<file path="config.mk">
export PLATFORM = sky130hd
export DESIGN_NAME = approx_div_seq_ctrl
export DESIGN_NICKNAME = d
export VERILOG_FILES = /design/src/rtl/adiv_pkg.sv /design/src/rtl/adiv_sub_row.sv /design/src/rtl/approx_div_seq_ctrl.sv
export SDC_FILE = /design/constraint.sdc
export NUM_CORES = 1
export LEC_CHECK = 0
export CAP_MARGIN = 25
export CORE_ASPECT_RATIO = 1.5
export CORE_MARGIN = 1.5
export CORE_UTILIZATION = 40
export CTS_CLUSTER_DIAMETER = 80
export DETAILED_ROUTE_END_ITERATION = 8
export GPL_ROUTABILITY_DRIVEN = 0
export PLACE_DENSITY = 0.64
export SLEW_MARGIN = 0
export SYNTH_ARGS = -nofsm -noshare
export SYNTH_HDL_FRONTEND = slang
export SYNTH_HIERARCHICAL = 1
export SYNTH_SLANG_ARGS = --single-unit
</file>
<file path="constraint.sdc">
create_clock -name clk -period 17.7 [get_ports clk]
set_input_delay 1.77 -clock clk [delete_from_list [all_inputs] [get_ports clk]]
set_output_delay 1.77 -clock clk [all_outputs]
set_load 0.005 [all_outputs]
</file>
<file path="src/rtl/adiv_pkg.sv">
// rtl/adiv_pkg.sv - shared types and approximation profile table for the sequential divider
// Purpose: state enum, approximation mode constants and the per-iteration
//          approximate-cell count lookup used by approx_div_seq_ctrl.
package adiv_pkg;

  typedef enum logic [1:0] {
    IDLE = 2'd0,
    RUN  = 2'd1,
    DONE = 2'd2
  } adiv_state_e;

  localparam logic [1:0] ADIV_EXACT = 2'd0;
  localparam logic [1:0] ADIV_AD2   = 2'd1;
  localparam logic [1:0] ADIV_AGGR  = 2'd2;

  // Number of LSB cells (0..2) of the row that use the approximate cell
  // for a given profile and iteration (iteration 0 is the quotient MSB).
  // Mode 3 is reserved and falls through to the exact profile.
  function automatic logic [1:0] approx_cells(input logic [1:0] mode, input logic [2:0] iter);
    logic [1:0] n;
    n = 2'd0;
    case (mode)
      ADIV_EXACT: n = 2'd0;
      ADIV_AD2: begin
        if (iter == 3'd6)      n = 2'd1;
        else if (iter == 3'd7) n = 2'd2;
        else                   n = 2'd0;
      end
      ADIV_AGGR: n = iter[2] ? 2'd2 : 2'd0;
      default:   n = 2'd0;
    endcase
    return n;
  endfunction

endpackage

</file>
<file path="src/rtl/adiv_sub_row.sv">
// rtl/adiv_sub_row.sv - combinational 9-bit restoring subtract/select row
// Purpose: one restoring-division row; the lowest ncell bit positions use the
//          approximate cell, the remaining positions use the exact cell.
// Ports:
//   x[8:0]     row input {partial remainder, next dividend bit}
//   y[7:0]     divisor
//   ncell[1:0] number of approximate LSB cells (0..2)
//   qs         quotient bit produced by this row
//   rout[7:0]  next partial remainder
module adiv_sub_row (
  input  logic [8:0] x,
  input  logic [7:0] y,
  input  logic [1:0] ncell,
  output logic       qs,
  output logic [7:0] rout
);

  logic [7:0] bin_v;
  logic [7:0] bout_v;
  logic [7:0] apx_v;

  always_comb begin
    logic br;
    br     = 1'b0;  // row borrow-in is tied low
    bin_v  = '0;
    bout_v = '0;
    apx_v  = '0;
    for (int i = 0; i < 8; i++) begin
      apx_v[i] = (i < int'(ncell));
      bin_v[i] = br;
      if (apx_v[i]) begin
        bout_v[i] = br | y[i];
      end else begin
        bout_v[i] = (~x[i] & br) | (~x[i] & y[i]) | (y[i] & br);
      end
      br = bout_v[i];
    end
  end

  // x[8] set means the 9-bit row value is at least 256, so it always exceeds y.
  assign qs = ~bout_v[7] | x[8];

  always_comb begin
    rout = '0;
    for (int i = 0; i < 8; i++) begin
      if (apx_v[i]) begin
        rout[i] = qs ? x[i] : ~y[i];
      end else begin
        rout[i] = qs ? (x[i] ^ y[i] ^ bin_v[i]) : x[i];
      end
    end
  end

endmodule

</file>
<file path="src/rtl/approx_div_seq_ctrl.sv">
// rtl/approx_div_seq_ctrl.sv - sequential 16/8 approximate restoring divider controller
// Purpose: accepts a command on a valid/ready handshake, iterates one shared
//          subtract/select row for 8 cycles, and presents the result on a
//          valid/ready handshake. Optional overflow flag: ADIV_OVF_CHECK_EN.
// Ports:
//   clk, rst                 clock, asynchronous active-high reset
//   in_valid / in_ready      command handshake (in_ready high only in IDLE)
//   dividend, divisor        operands sampled on the command handshake
//   approx_mode              approximation profile sampled on the handshake
//   out_valid / out_ready    result handshake
//   quotient, remainder      result, held stable while out_valid is high
//   ovf                      dividend[15:8] >= divisor (0 unless ADIV_OVF_CHECK_EN)
module approx_div_seq_ctrl
  import adiv_pkg::*;
#(
  parameter int DW = 16,
  parameter int YW = 8
) (
  input  logic          clk,
  input  logic          rst,
  input  logic          in_valid,
  output logic          in_ready,
  input  logic [DW-1:0] dividend,
  input  logic [YW-1:0] divisor,
  input  logic [1:0]    approx_mode,
  output logic          out_valid,
  input  logic          out_ready,
  output logic [YW-1:0] quotient,
  output logic [YW-1:0] remainder,
  output logic          ovf
);

  adiv_state_e   state;
  logic [YW-1:0] rem;
  logic [YW-1:0] dq;    // unconsumed dividend bits shift out MSB-first, quotient bits shift in
  logic [YW-1:0] dsr;
  logic [1:0]    mode;
  logic [2:0]    iter;

  logic          row_qs;
  logic [YW-1:0] row_rout;
  logic [1:0]    row_ncell;

  assign row_ncell = approx_cells(mode, iter);

  adiv_sub_row u_row (
    .x     ({rem, dq[YW-1]}),
    .y     (dsr),
    .ncell (row_ncell),
    .qs    (row_qs),
    .rout  (row_rout)
  );

  always_ff @(posedge clk or posedge rst) begin
    if (rst) begin
      state     <= IDLE;
      in_ready  <= 1'b1;
      out_valid <= 1'b0;
      quotient  <= '0;
      remainder <= '0;
      rem       <= '0;
      dq        <= '0;
      dsr       <= '0;
      mode      <= 2'd0;
      iter      <= 3'd0;
    end else begin
      case (state)
        IDLE: begin
          if (in_valid) begin
            rem      <= dividend[DW-1:YW];
            dq       <= dividend[YW-1:0];
            dsr      <= divisor;
            mode     <= approx_mode;
            iter     <= 3'd0;
            in_ready <= 1'b0;
            state    <= RUN;
          end
        end
        RUN: begin
          rem  <= row_rout;
          dq   <= {dq[YW-2:0], row_qs};
          iter <= iter + 3'd1;
          if (iter == 3'd7) begin
            // Load the result registers from the final row directly so the
            // outputs are valid in the same cycle out_valid rises.
            quotient  <= {dq[YW-2:0], row_qs};
            remainder <= row_rout;
            out_valid <= 1'b1;
            state     <= DONE;
          end
        end
        DONE: begin
          if (out_ready) begin
            out_valid <= 1'b0;
            in_ready  <= 1'b1;
            state     <= IDLE;
          end
        end
        default: begin
          state     <= IDLE;
          in_ready  <= 1'b1;
          out_valid <= 1'b0;
        end
      endcase
    end
  end

`ifdef ADIV_OVF_CHECK_EN
  logic ovf_r;
  logic ovf_q;

  // The comparison is captured at acceptance but only exposed alongside the result.
  always_ff @(posedge clk or posedge rst) begin
    if (rst) begin
      ovf_r <= 1'b0;
      ovf_q <= 1'b0;
    end else begin
      if (state == IDLE && in_valid) begin
        ovf_r <= (dividend[DW-1:YW] >= divisor);
      end
      if (state == RUN && iter == 3'd7) begin
        ovf_q <= ovf_r;
      end else if (state == DONE && out_ready) begin
        ovf_q <= 1'b0;
      end
    end
  end

  assign ovf = ovf_q;
`else
  assign ovf = 1'b0;
`endif

endmodule

</file>
### After elaboration in Yosys (flattened, before gate mapping)

Index checks and enable logic that the tools add are counted.

| operators by class | value |
|---|---|
| bitwise operators | 68 |
| order comparisons | 3 |
| multiplexer cells | 37 |
| reduce and logical (&&, ||, !) cells | 8 |
| equal/unequal tests | 9 |
| $add $sub $neg | 1 |

Operator list:

| cell | number |
|---|---|
| $pmux 8 s2 | 2 |
| $and 1x1->1 | 22 |
| $mux 1 | 21 |
| $or 1x1->1 | 17 |
| $mux 8 | 2 |
| $xor 1x1->1 | 15 |
| $not 1->1 | 14 |
| $mux 2 | 6 |
| $reduce_and 3->1 | 3 |
| $eq 3x3->1 const B | 2 |
| $ne 2x2->1 const B | 3 |
| $pmux 1 s3 | 2 |
| $pmux 2 s3 | 1 |
| $pmux 3 s2 | 1 |
| $reduce_and 2->1 | 3 |
| $eq 2x1->1 const B | 2 |
| $eq 2x2->1 const B | 2 |
| $lt 1x2->1 const A | 2 |
| $pmux 2 s2 | 1 |
| $add 3x1->3 const B | 1 |
| $mux 3 | 1 |
| $logic_not 2->1 | 1 |
| $lt 2x2->1 const A | 1 |
| $reduce_bool 2->1 | 1 |

| storage, ports and cells | value |
|---|---|
| input port bits | 30 |
| output and inout port bits | 19 |
| register bits after elaboration | 49 |
| word-level logic and storage cells | 136 |

### Depth between registers and ports, before layout

Gate-level depths: netlist of the first run.

| logic depth | value |
|---|---|
| depth after elaboration | 34 |
| gate-level depth with buffers | 27 |
| depth with buffers taken out | 24 |

### Cells and area by module

Netlist of the first run, hierarchy kept.

Modules (own cells, without submodules):

| module | cells each | area an instance (um^2) | seq. area each (um^2) | times used |
|---|---|---|---|---|
| approx_div_seq_ctrl | 183 | 2185.8 | 1227.4 | 1 |
| adiv_sub_row | 50 | 427.9 | 0.0 | 1 |

### Least setup slack after synthesis of the first run

Ideal clock, no wire load.

| timing | value |
|---|---|
| kind | register to register |
| from | reg iter[0] |
| to | reg remainder[0] |
| clock period less this slack | 5.662 ns |
| cell stages (with the launch flop) | 24 |
| arrival | 5.537 ns |
| data required time | 17.575 ns |
| library setup time | 0.125 ns |
| path slack | 12.038 ns |
| buffers on the path | 2 |
| path through | dfrtp_1 > ha_1 > ha_1 > a32oi_1 > nor2_1 > buf_6 > nor2_4 > mux2_2 > fa_1 > nor2_1 > a21oi_1 > fa_1 > nand2b_1 > o31a_1 > fa_1 > fa_1 > fa_1 > fa_1 > fa_1 > nor2b_4 > buf_6 > xnor2_1 > a211o_1 > mux2_4 |

| on the way | value |
|---|---|
| word-level cells in the longest chain between the ends | 33 |
| elaborated cells on any way between the ends | 47 |
| those cells by class | order compare: 3; eq/ne: 2; mux: 9; bitwise: 32; reduce/logical: 1 |

RTL lines:

| element | line | text |
|---|---|---|
| from (decl) | approx_div_seq_ctrl.sv:38 | `logic [2:0] iter;` |
| from (signal assigned) | approx_div_seq_ctrl.sv:82 | `iter <= iter + 3'd1;` |
| $eq 3x3->1 | adiv_pkg.sv:26 | `else if (iter == 3'd7) n = 2'd2;` |
| $mux 2 | adiv_pkg.sv:26 |  |
| $mux 2 (*) | adiv_pkg.sv:25 | `if (iter == 3'd6) n = 2'd1;` |
| $pmux 2 s2 (*) | adiv_pkg.sv:22 | `case (mode)` |
| named net row_ncell[1] | approx_div_seq_ctrl.sv:42 | `logic [1:0] row_ncell;` |
| $lt 1x2->1 | adiv_sub_row.sv:29 | `apx_v[i] = (i < int'(ncell));` |
| $mux 1 | adiv_sub_row.sv:31 | `if (apx_v[i]) begin` |
| $and 1x1->1 | adiv_sub_row.sv:34 | `bout_v[i] = (~x[i] & br) \| (~x[i] & y[i]) \| (y[i] & br);` |
| [... 17 more ...] | - |  |
| $or 1x1->1 (2 in a row) | adiv_sub_row.sv:34 |  |
| $and 1x1->1 | adiv_sub_row.sv:34 |  |
| $or 1x1->1 (2 in a row) | adiv_sub_row.sv:34 |  |
| $not 1->1 | adiv_sub_row.sv:41 | `assign qs = ~bout_v[7] \| x[8];` |
| $or 1x1->1 | adiv_sub_row.sv:41 |  |
| $mux 1 (on tied branches) | adiv_sub_row.sv:49, adiv_sub_row.sv:47 |  |
| $mux 1 (*) | adiv_sub_row.sv:46 | `if (apx_v[i]) begin` |
| named net row_rout[0] | approx_div_seq_ctrl.sv:41 | `logic [YW-1:0] row_rout;` |
| to (signal assigned) | approx_div_seq_ctrl.sv:87 | `remainder <= row_rout;` |
| to (decl) | approx_div_seq_ctrl.sv:29 | `output logic [YW-1:0] remainder,` |

The timed path passes the listed nets; every way through them passes the cells marked *.
A chain may end at the register's enable or synchronous reset.

### Worst setup path in the final report of the first run

| timing | value |
|---|---|
| from | reg iter[0] |
| to | reg rem[2] |

| on the way | value |
|---|---|
| word-level cells in the longest chain between the ends | 34 |
| elaborated cells on any way between the ends | 48 |
| those cells by class | order compare: 3; eq/ne: 2; mux: 10; bitwise: 33 |

RTL lines:

| element | line | text |
|---|---|---|
| $eq 3x3->1 | adiv_pkg.sv:26 |  |
| $mux 2 | adiv_pkg.sv:26 |  |
| $mux 2 (*) | adiv_pkg.sv:25 |  |
| $pmux 2 s2 (*) | adiv_pkg.sv:22 |  |
| named net row_ncell[1] | approx_div_seq_ctrl.sv:42 |  |
| $lt 1x2->1 | adiv_sub_row.sv:29 |  |
| $mux 1 | adiv_sub_row.sv:31 |  |
| $and 1x1->1 | adiv_sub_row.sv:34 |  |
| [... 21 more ...] | - |  |
| $or 1x1->1 (*) | adiv_sub_row.sv:34 |  |
| $not 1->1 (*) | adiv_sub_row.sv:41 |  |
| $or 1x1->1 (*) | adiv_sub_row.sv:41 |  |
| named net row_qs | approx_div_seq_ctrl.sv:40 | `logic row_qs;` |
| $mux 1 (on tied branches) | adiv_sub_row.sv:49, adiv_sub_row.sv:47 |  |
| $mux 1 (*) | adiv_sub_row.sv:46 |  |
| named net row_rout[2] | approx_div_seq_ctrl.sv:41 |  |
| $pmux 8 s2 (*) | approx_div_seq_ctrl.sv:67 | `case (state)` |
| to (signal assigned) | approx_div_seq_ctrl.sv:70 | `rem <= dividend[DW-1:YW];` |
| to (signal assigned) | approx_div_seq_ctrl.sv:80 | `rem <= row_rout;` |
| to (decl) | approx_div_seq_ctrl.sv:34 | `logic [YW-1:0] rem;` |

Marks and branches as above.

==> results_dict.tcl, run 1 <==
set metrics [dict create \
    avgViaCountPerCell 5.307 \
    yosysTopAreaCell "dfrtp_1" \
    fin_crit_sh 0.3378 \
    netlist_area_mm2 0.002614 \
    die_w_um 69 \
    drtAntennaViolNets 0 \
    critPathKind "reg -> reg" \
    path_clk_slew_ps 90 \
    hold_viol 0 \
    synth.avg_cell_area_um2 11.22 \
    cts_buffer_depth 2 \
    power_density_mw_per_mm2 184.5 \
    grt.overflow.total 0 \
    cts_made_buffers 5 \
    postCtsSetupRepairBufs 0 \
    rows 35 \
    timing.rr.end "rem[2]$_DFFE_PP0P_" \
    synth.most_common_cell "dfrtp_1" \
    r2r_cells 23 \
    async_flop_share 1.000 \
    cts_tree "done" \
    nNetsFinal 317 \
    finalSetupViolations 0 \
    maxSlewViolCount 0 \
    first_pass_iters 4 \
    synth_top_cell_area_share 0.4596 \
    yosys.cell_types.count 38 \
    totalWireLength_um 5632 \
    worstSetupEndpoint "rem[2]$_DFFE_PP0P_" \
    drc 0 \
    cts_resized 0 \
    clk_latency_ps 300 \
    ys.warnings.count 6 \
    die_h_um 102 \
    dp.final_hpwl_um 4016 \
    worst_slew_pin_slew_ps 677.0 \
    port_buffers 47 \
    synthTopCellsByArea "dfrtp_1 (46%), mux2_2 (8.2%), fa_1 (5.4%)" \
    area_growth_syn_to_layout_pct 22.02 \
    final_layout_size_suffix_gt1_frac 0.1709 \
    hold_class "reg -> reg" \
    rsz0062_at_grt "no" \
    setup-tns-final_ps 0 \
    p_leak_uw 0.001362 \
    worstPathRequired_ps 17860 \
    wl_per_cell_um 16.14 \
    cts.htree.levels 2 \
    crit_arrival_ps 6140 \
    synthCells 233 \
    synth.net_count 276 \
    cts-hold-fix-buffers 0 \
    vdd_drop_max_v 0.00009724 \
    crit_path_start "iter[0]$_DFFE_PP0P_" \
    drtIter0Drc 90 \
    cts-root-buf "clkbuf_8" \
    clock-sinks 49 \
    synth-seq-cells 49 \
    slew_headroom 0.5487 \
    synth_edf_count 0 \
    antenna_found_initial 0 \
    grt_start_max_net_pins 29 \
    layout_min_cycle_time_ps 5980 \
    io_pins 49 \
    dp_slack_ps 11760 \
    stdcell_area_mm2 0.003189 \
    endpoint_kind "register" \
    die-area_mm2 0.007038 \
    vias 1852 \
    setup_ws_ps 11720 \
    fin_util 0.5129 \
    grt_pass1_wl_um 9729 \
    fmax_ghz 0.1672 \
    ys_seq_area_frac 0.4696 \
    reg2reg_from "iter[0]$_DFFE_PP0P_" \
    n_antenna_cell 0 \
    crit_fanout 16 \
    core_area_mm2 0.006218 \
    start_util 0.4203 \
    outcome "completed" \
    worstSetupStartpointType "register" \
    rrSetupSlack_ps 11720 \
    cap_violations 0 \
    fillers 571 \
    synthTopCellsByCount "dfrtp_1 (48), nor2_1 (21), a21oi_1 (20)" \
    place_area_mm2 0.003102 \
    finClkSkew_ps 7.769 \
    synthFlopType "dfrtp_1" \
    grt_pass1_vias 1962 \
    grt_use_total 0.1729 \
]
==> layer usage <==
metal | track usage | wire [um]
met2 | 0.3062 | 2954
met5 | 0 | 0
met1 | 0.2151 | 2398
met3 | 0.02761 | 203
met4 | 0.06033 | 76
==> layout by cell type (no fill, tap or decap), types with 3 or more instances in the layout <==
cell type        netlist  layout
nand2_1                4       4
inv_1                 15      14
a21oi_1               20      20
nor3_1                17      17
o21ai_0                8       8
mux2i_1                3       3
or3b_1                 3       3
clkbuf_8               0       5
fa_1                   7       7
ha_1                   6       6
dfrtp_1               48      48
o22ai_1               13      13
mux2_4                 9       9
nand2b_1               3       3
mux2_2                19      19
nor2_1                21      21
clkdlybuf4s50_1        0      47
==> final cells by class <==
class	instances	area (um2)	area share
clock buffers	6	72.57	0.02275
repair buffers	48	490.5	0.1538
well taps	74	92.59	0.02903
multi-input cells	153	1215	0.3809
inverters	17	76.32	0.02393
flip-flops and latches	49	1227	0.3849
clock inverters	2	15.01	0.004708
==> how the worst min path moves through the flow <==
stage | to | startpoint | slack (ps) | cells past startpoint
2_1_floorplan | iter[0]$_DFFE_PP0P_ | iter[0]$_DFFE_PP0P_ | 480 | 1
3_3_place_gp | quotient[7]$_DFFE_PP0P_ | quotient[7]$_DFFE_PP0P_ | 490 | 1
3_5_place_dp | in_ready$_DFFE_PP1P_ | in_ready$_DFFE_PP1P_ | 490 | 2
4_1_cts | in_ready$_DFFE_PP1P_ | in_ready$_DFFE_PP1P_ | 510 | 2
5_1_grt | quotient[3]$_DFFE_PP0P_ | quotient[3]$_DFFE_PP0P_ | 530 | 1
6_report | in_ready$_DFFE_PP1P_ | in_ready$_DFFE_PP1P_ | 500 | 2
==> logic make-up after synthesis <==
| kind of cell | share of synthesized area |
|---|---|
| multiplexers | 0.1450 |
| XOR/XNOR | 0.006703 |
| AND/OR/NAND/NOR | 0.1245 |
| adder cells (fa/ha/maj) | 0.08233 |
| AO/OA/AOI/OAI | 0.1048 |
| other | 0.001435 |
| flip-flops | 0.4696 |
| buffers and inverters | 0.06558 |
==> sequential cells by signal (all words and copies together), names as in the netlist <==
signal / count
remainder: 8
dsr: 8
iter: 3
state: 2
quotient: 8
out_valid: 1
rem: 8
in_ready: 1
mode: 2
dq: 8
==> critical path: stages (launching register included) <==
cell      delay, ps
dfrtp_1         400
ha_1            160
ha_1            240
a32oi_1         130
nor2_1          480
nor2_4          100
mux2_2          300
fa_1            360
nor2_1           90
a21oi_1          70
fa_1            380
nand2b_1        140
o31a_1          110
fa_1            390
fa_1            390
fa_1            390
fa_1            410
fa_1            380
nor2b_4         180
clkinv_8         90
mux2i_1          70
mux2_2          270
o21ai_0         210
a21oi_1         110
==> per-stage QoR <==
stage / power (uW) / std cells / hold slack [ps]
after global placement: 515.6 / 340 / 486.8
after CTS: 593.1 / 349 / 505.8
after global routing: 642.1 / 349 / 529.4
final: 588.4 / 349 / 503.2
after detailed placement: 525.2 / 341 / 492.3
after floorplan: 427.5 / 233 / 478.0
==> power by group <==
part | total (uW) | switching (uW) | internal (uW)
clock | 65.8 | 37.9 | 27.9
combinational | 304 | 139 | 165
sequential | 219 | 50.5 | 168
Power figures use the tool's default switching activity.
==> run 2, diff against run 1 <==
==> constraint.sdc (replaced) <==
create_clock -name clk -period 5.72 [get_ports clk]
set_input_delay 0.572 -clock clk [delete_from_list [all_inputs] [get_ports clk]]
set_output_delay 0.572 -clock clk [all_outputs]
set_load 0.005 [all_outputs]
==> results_dict.tcl, run 2 (same netlist as run 1, synthesis figures left out) <==
set metrics [dict create \
    nNetsFinal 321 \
    slowest_delay_ps 410 \
    dp_slack_ps 71.72 \
    outcome "completed" \
    worst_slew_pin_slew_ps 727.9 \
    p_leak_uw 0.001397 \
    fin_crit_sh 0.9573 \
    die-area_mm2 0.007038 \
    rows 35 \
    endpoint_kind "register" \
    crit_arrival_ps 5660 \
    crit_family "adder cells" \
    crit_chain "ha_1 > ha_1 > a32oi_1 > nor2_2 > nor2_4 > mux2_2 > fa_1 > nor2_1 > a21oi_1 > fa_1 > nand2b_1 > o31a_1 > fa_2 > fa_2 > fa_2 > fa_2 > fa_1 > nor2b_4 > clkinv_8 > xnor2_1 > a211o_1 > mux2_4" \
    core_area_mm2 0.006218 \
    finalSetupViolations 0 \
    n_antenna_cell 0 \
    clk_latency_ps 300 \
    layout_min_cycle_time_ps 5476 \
    hold_class "reg -> reg" \
    vias 1909 \
    layout_common_cells "dfrtp_1 (48), clkdlybuf4s50_1 (47), nor2_1 (20), a21oi_1 (20), mux2_2 (19)" \
    worstSetupStartpointType "register" \
    cap_violations 0 \
    cts_buffer_depth 2 \
    grt_pass1_wl_um 9653 \
    final_cells 353 \
    area_growth_syn_to_layout_pct 24.89 \
    clock-sinks 49 \
    io_pins 49 \
    avgViaCountPerCell 5.408 \
    dp.final_hpwl_um 3962 \
    port_buffers 47 \
    antenna_found_initial 0 \
    maxSlewViolCount 0 \
    crit_fanout 16 \
    first_pass_iters 4 \
    layout_commonest_cell "dfrtp_1" \
    power_uw 1899 \
    worstPathRequired_ps 5900 \
    power_density_mw_per_mm2 581.6 \
    fmax_ghz 0.1826 \
    cp.depth 22 \
    totalWireLength_um 5708 \
    critPathKind "reg -> reg" \
    wl_per_cell_um 16.17 \
    path_clk_slew_ps 90 \
    start_util 0.4203 \
    drtIter0Drc 95 \
    cts-root-buf "clkbuf_8" \
    grt_pass1_vias 1998 \
    drtAntennaViolNets 0 \
    cts_tree "done" \
    final_layout_size_suffix_gt1_frac 0.2043 \
    die_h_um 102 \
    fillers 565 \
    cts.htree.levels 2 \
    critPathBufInv 1 \
    fin_util 0.5250 \
    slew_headroom 0.5148 \
    setup_ws_ps 244.3 \
    grt_start_max_net_pins 36 \
    r2r_cells 22 \
    vdd_drop_max_v 0.0003380 \
    place_inst 343 \
    drc 0 \
    hold_viol 0 \
    die_w_um 69 \
    worst_path_max_delay_cell "dfrtp_1" \
    finClkSkew_ps 12.16 \
    grt.overflow.total 0 \
    cts_made_buffers 5 \
    rsz0062_at_grt "no" \
    setup-tns-final_ps 0 \
    grt_use_total 0.1735 \
    hold_depth 1 \
    crit_top_cell "fa_2" \
]
run 2: cell type report:
cell class              instances  area (um2)  area share
inverters                      17       76.32     0.02338
well taps                      74       92.59     0.02836
clock buffers                   6       82.58     0.02530
flip-flops and latches         49        1227      0.3760
multi-input cells             153        1227      0.3760
repair buffers                 52       520.5      0.1594
clock inverters                 2       37.54     0.01150
run 2: routing by layer:
layer	global-route usage	wire (um)
met5	0	0
met4	0.06938	102
met1	0.2137	2488
met3	0.03057	223
met2	0.3033	2893
run 2: path summary, 6_finish.rpt:
path	from	endpoint	slack [ps]
max	iter[0]$_DFFE_PP0P_	remainder[1]$_DFFE_PP0P_	240
min	iter[0]$_DFFE_PP0P_	iter[0]$_DFFE_PP0P_	500
min reg2reg	iter[0]$_DFFE_PP0P_	iter[0]$_DFFE_PP0P_	500
max in group asynchronous	rst	in_ready$_DFFE_PP1P_	4610
max reg2reg	iter[0]$_DFFE_PP0P_	remainder[1]$_DFFE_PP0P_	240
min in group asynchronous	rst	rem[0]$_DFFE_PP0P_	550
run 2: stage by stage:
stage | area (um2) | hold WS (ps)
2_1_floorplan | 2614 | 478.0
3_3_place_gp | 3097 | 487.1
3_5_place_dp | 3117 | 497.8
4_1_cts | 3237 | 510.7
5_1_grt | 3264 | 539.8
6_report | 3264 | 504.9
run 2: repair_timing:
action / CTS / global route
hold buffers: 0 / 0
setup buffers: 0 / 2
resized for setup: 0 / 5
endpoints found under the setup margin: 0 / 12
run 2: power breakdown:
part | internal, uW | switching [uW]
Clock | 142 | 118
Combinational | 522 | 437
Sequential | 520 | 159
Total | 1180 | 714
==> run 3, diff against run 2 <==
--- a/config.mk
+++ b/config.mk
@@ -12,7 +12,7 @@
 export CTS_CLUSTER_DIAMETER = 80
 export DETAILED_ROUTE_END_ITERATION = 8
 export GPL_ROUTABILITY_DRIVEN = 0
-export PLACE_DENSITY = 0.64
+export PLACE_DENSITY = 0.73
 export SLEW_MARGIN = 0
 export SYNTH_ARGS = -nofsm -noshare
 export SYNTH_HDL_FRONTEND = slang
==> constraint.sdc (replaced) <==
create_clock -name clk -period 7.1 [get_ports clk]
set_input_delay 0.71 -clock clk [delete_from_list [all_inputs] [get_ports clk]]
set_output_delay 0.71 -clock clk [all_outputs]
set_load 0.005 [all_outputs]
==> results_dict.tcl, run 3 (same netlist as run 1, synthesis figures left out) <==
set metrics [dict create \
    postCtsSetupRepairBufs 0 \
    fillers 578 \
    fin_crit_sh 0.8425 \
    cap_violations 0 \
    cts-hold-fix-buffers 0 \
    power_density_mw_per_mm2 466.1 \
    clock-sinks 49 \
    layout_min_cycle_time_ps 5982 \
    slew_headroom 0.5644 \
    grt_start_max_net_pins 35 \
    maxSlewViolCount 0 \
    crit_chain "ha_1 > ha_1 > a32oi_1 > nor2_1 > nor2_4 > mux2_2 > fa_1 > nor2_1 > a21oi_1 > fa_1 > nand2b_1 > o31a_1 > fa_1 > fa_1 > fa_1 > fa_1 > fa_1 > nor2b_4 > clkinv_8 > xnor2_1 > a211o_1 > mux2_4" \
    cts-root-buf "clkbuf_8" \
    wl_per_cell_um 16.00 \
    vdd_drop_max_v 0.0002224 \
    grt_pass1_vias 1864 \
    worst_slew_pin_slew_ps 653.4 \
    avgViaCountPerCell 5.244 \
    endpoint_kind "register" \
    grt_pass1_wl_um 9218 \
    crit_fanout 16 \
    worstPathRequired_ps 7290 \
    die-area_mm2 0.007038 \
    dp.final_hpwl_um 4014 \
    worst_path_max_delay_cell "nor2_1" \
    port_buffers 47 \
    layout_commonest_cell "dfrtp_1" \
    finClkSkew_ps 11.15 \
    grt.overflow.total 0 \
    hold_viol 0 \
    cts_buffer_depth 2 \
    slowest_delay_ps 480 \
    drc 0 \
    path_clk_slew_ps 90 \
    rsz0062_at_grt "no" \
    cts_resized 0 \
    hold_class "reg -> reg" \
    n_antenna_cell 0 \
    place_area_mm2 0.003102 \
    setup-tns-final_ps 0 \
    io_pins 49 \
    die_h_um 102 \
    critPathBufInv 1 \
    stdcell_area_mm2 0.003213 \
    rows 35 \
    crit_family "adder cells" \
    crit_arrival_ps 6170 \
    power_uw 1498 \
    antenna_found_initial 0 \
    crit_top_cell "fa_1" \
    drtAntennaViolNets 0 \
    die_w_um 69 \
    layout_common_cells "dfrtp_1 (48), clkdlybuf4s50_1 (47), nor2_1 (21)" \
    outcome "completed" \
    start_util 0.4203 \
    worstSetupStartpointType "register" \
    vias 1830 \
    first_pass_iters 4 \
    core_area_mm2 0.006218 \
    p_leak_uw 0.001380 \
    cts.htree.levels 2 \
    cts_tree "done" \
    grt_use_total 0.1666 \
    finalSetupViolations 0 \
    critPathKind "reg -> reg" \
    clk_latency_ps 310 \
    cts_made_buffers 5 \
    final_layout_size_suffix_gt1_frac 0.1709 \
    nNetsFinal 317 \
    area_growth_syn_to_layout_pct 22.93 \
    drtIter0Drc 63 \
    totalWireLength_um 5583 \
    fmax_ghz 0.1672 \
]
-- run 3: through the flow --
step | setup slack [ps] | hold WS (ps) | instances | utilization
2_1_floorplan | 1438 | 478.0 | 233 | -
3_3_place_gp | 1368 | 486.9 | 340 | 0.4956
3_5_place_dp | 1161 | 494.4 | 341 | 0.4988
4_1_cts | 1141 | 508.4 | 349 | 0.5167
5_1_grt | 815.4 | 532.2 | 349 | 0.5167
6_report | 1118 | 509.5 | 349 | 0.5167
-- run 3: power by group --
part | total, uW | internal, uW | leakage [uW] | switching, uW
clock network | 198 | 106 | 0.0000554 | 91.8
registers | 545 | 419 | 0.000560 | 126
logic | 755 | 409 | 0.000765 | 347
-- run 3: routing by layer --
layer,up-vias,GRT usage,part of all wire,wire (um)
met3,10,0.02959,0.032,176
li1,888,-,-,-
met1,890,0.1995,0.43,2411
met4,0,0.06335,0.021,117
met5,-,0,0,0
met2,42,0.2996,0.52,2877
-- run 3: final cells by class --
cell class | instances | area, um2 | share of cell area
flip-flops and latches | 49 | 1227 | 0.3820
clock buffers | 6 | 72.57 | 0.02259
clock inverters | 2 | 38.79 | 0.01207
multi-input cells | 153 | 1215 | 0.3781
well taps | 74 | 92.59 | 0.02882
repair buffers | 48 | 490.5 | 0.1526
inverters | 17 | 76.32 | 0.02375
-- run 3: path summary, 6_finish.rpt --
check | endpoint | from | slack (ps) | cells after the start
min in group asynchronous | rem[1]$_DFFE_PP0P_ | rst | 690 | 2
max | remainder[1]$_DFFE_PP0P_ | iter[1]$_DFFE_PP0P_ | 1120 | 22
min reg2reg | in_ready$_DFFE_PP1P_ | in_ready$_DFFE_PP1P_ | 510 | 2
min | in_ready$_DFFE_PP1P_ | in_ready$_DFFE_PP1P_ | 510 | 2
max in group asynchronous | in_ready$_DFFE_PP1P_ | rst | 5850 | 3
max reg2reg | remainder[1]$_DFFE_PP0P_ | iter[1]$_DFFE_PP0P_ | 1120 | 22
-- run 3: worst register-to-register path: stages (launching register included) --
cell      delay (ps)
dfrtp_1          400
ha_1             160
ha_1             240
a32oi_1          130
nor2_1           480
nor2_4           100
mux2_2           320
fa_1             360
nor2_1            90
a21oi_1           70
fa_1             380
nand2b_1         140
o31a_1           110
fa_1             390
fa_1             400
fa_1             400
fa_1             400
fa_1             370
nor2b_4          180
clkinv_8          90
xnor2_1           70
a211o_1          330
mux2_4           270
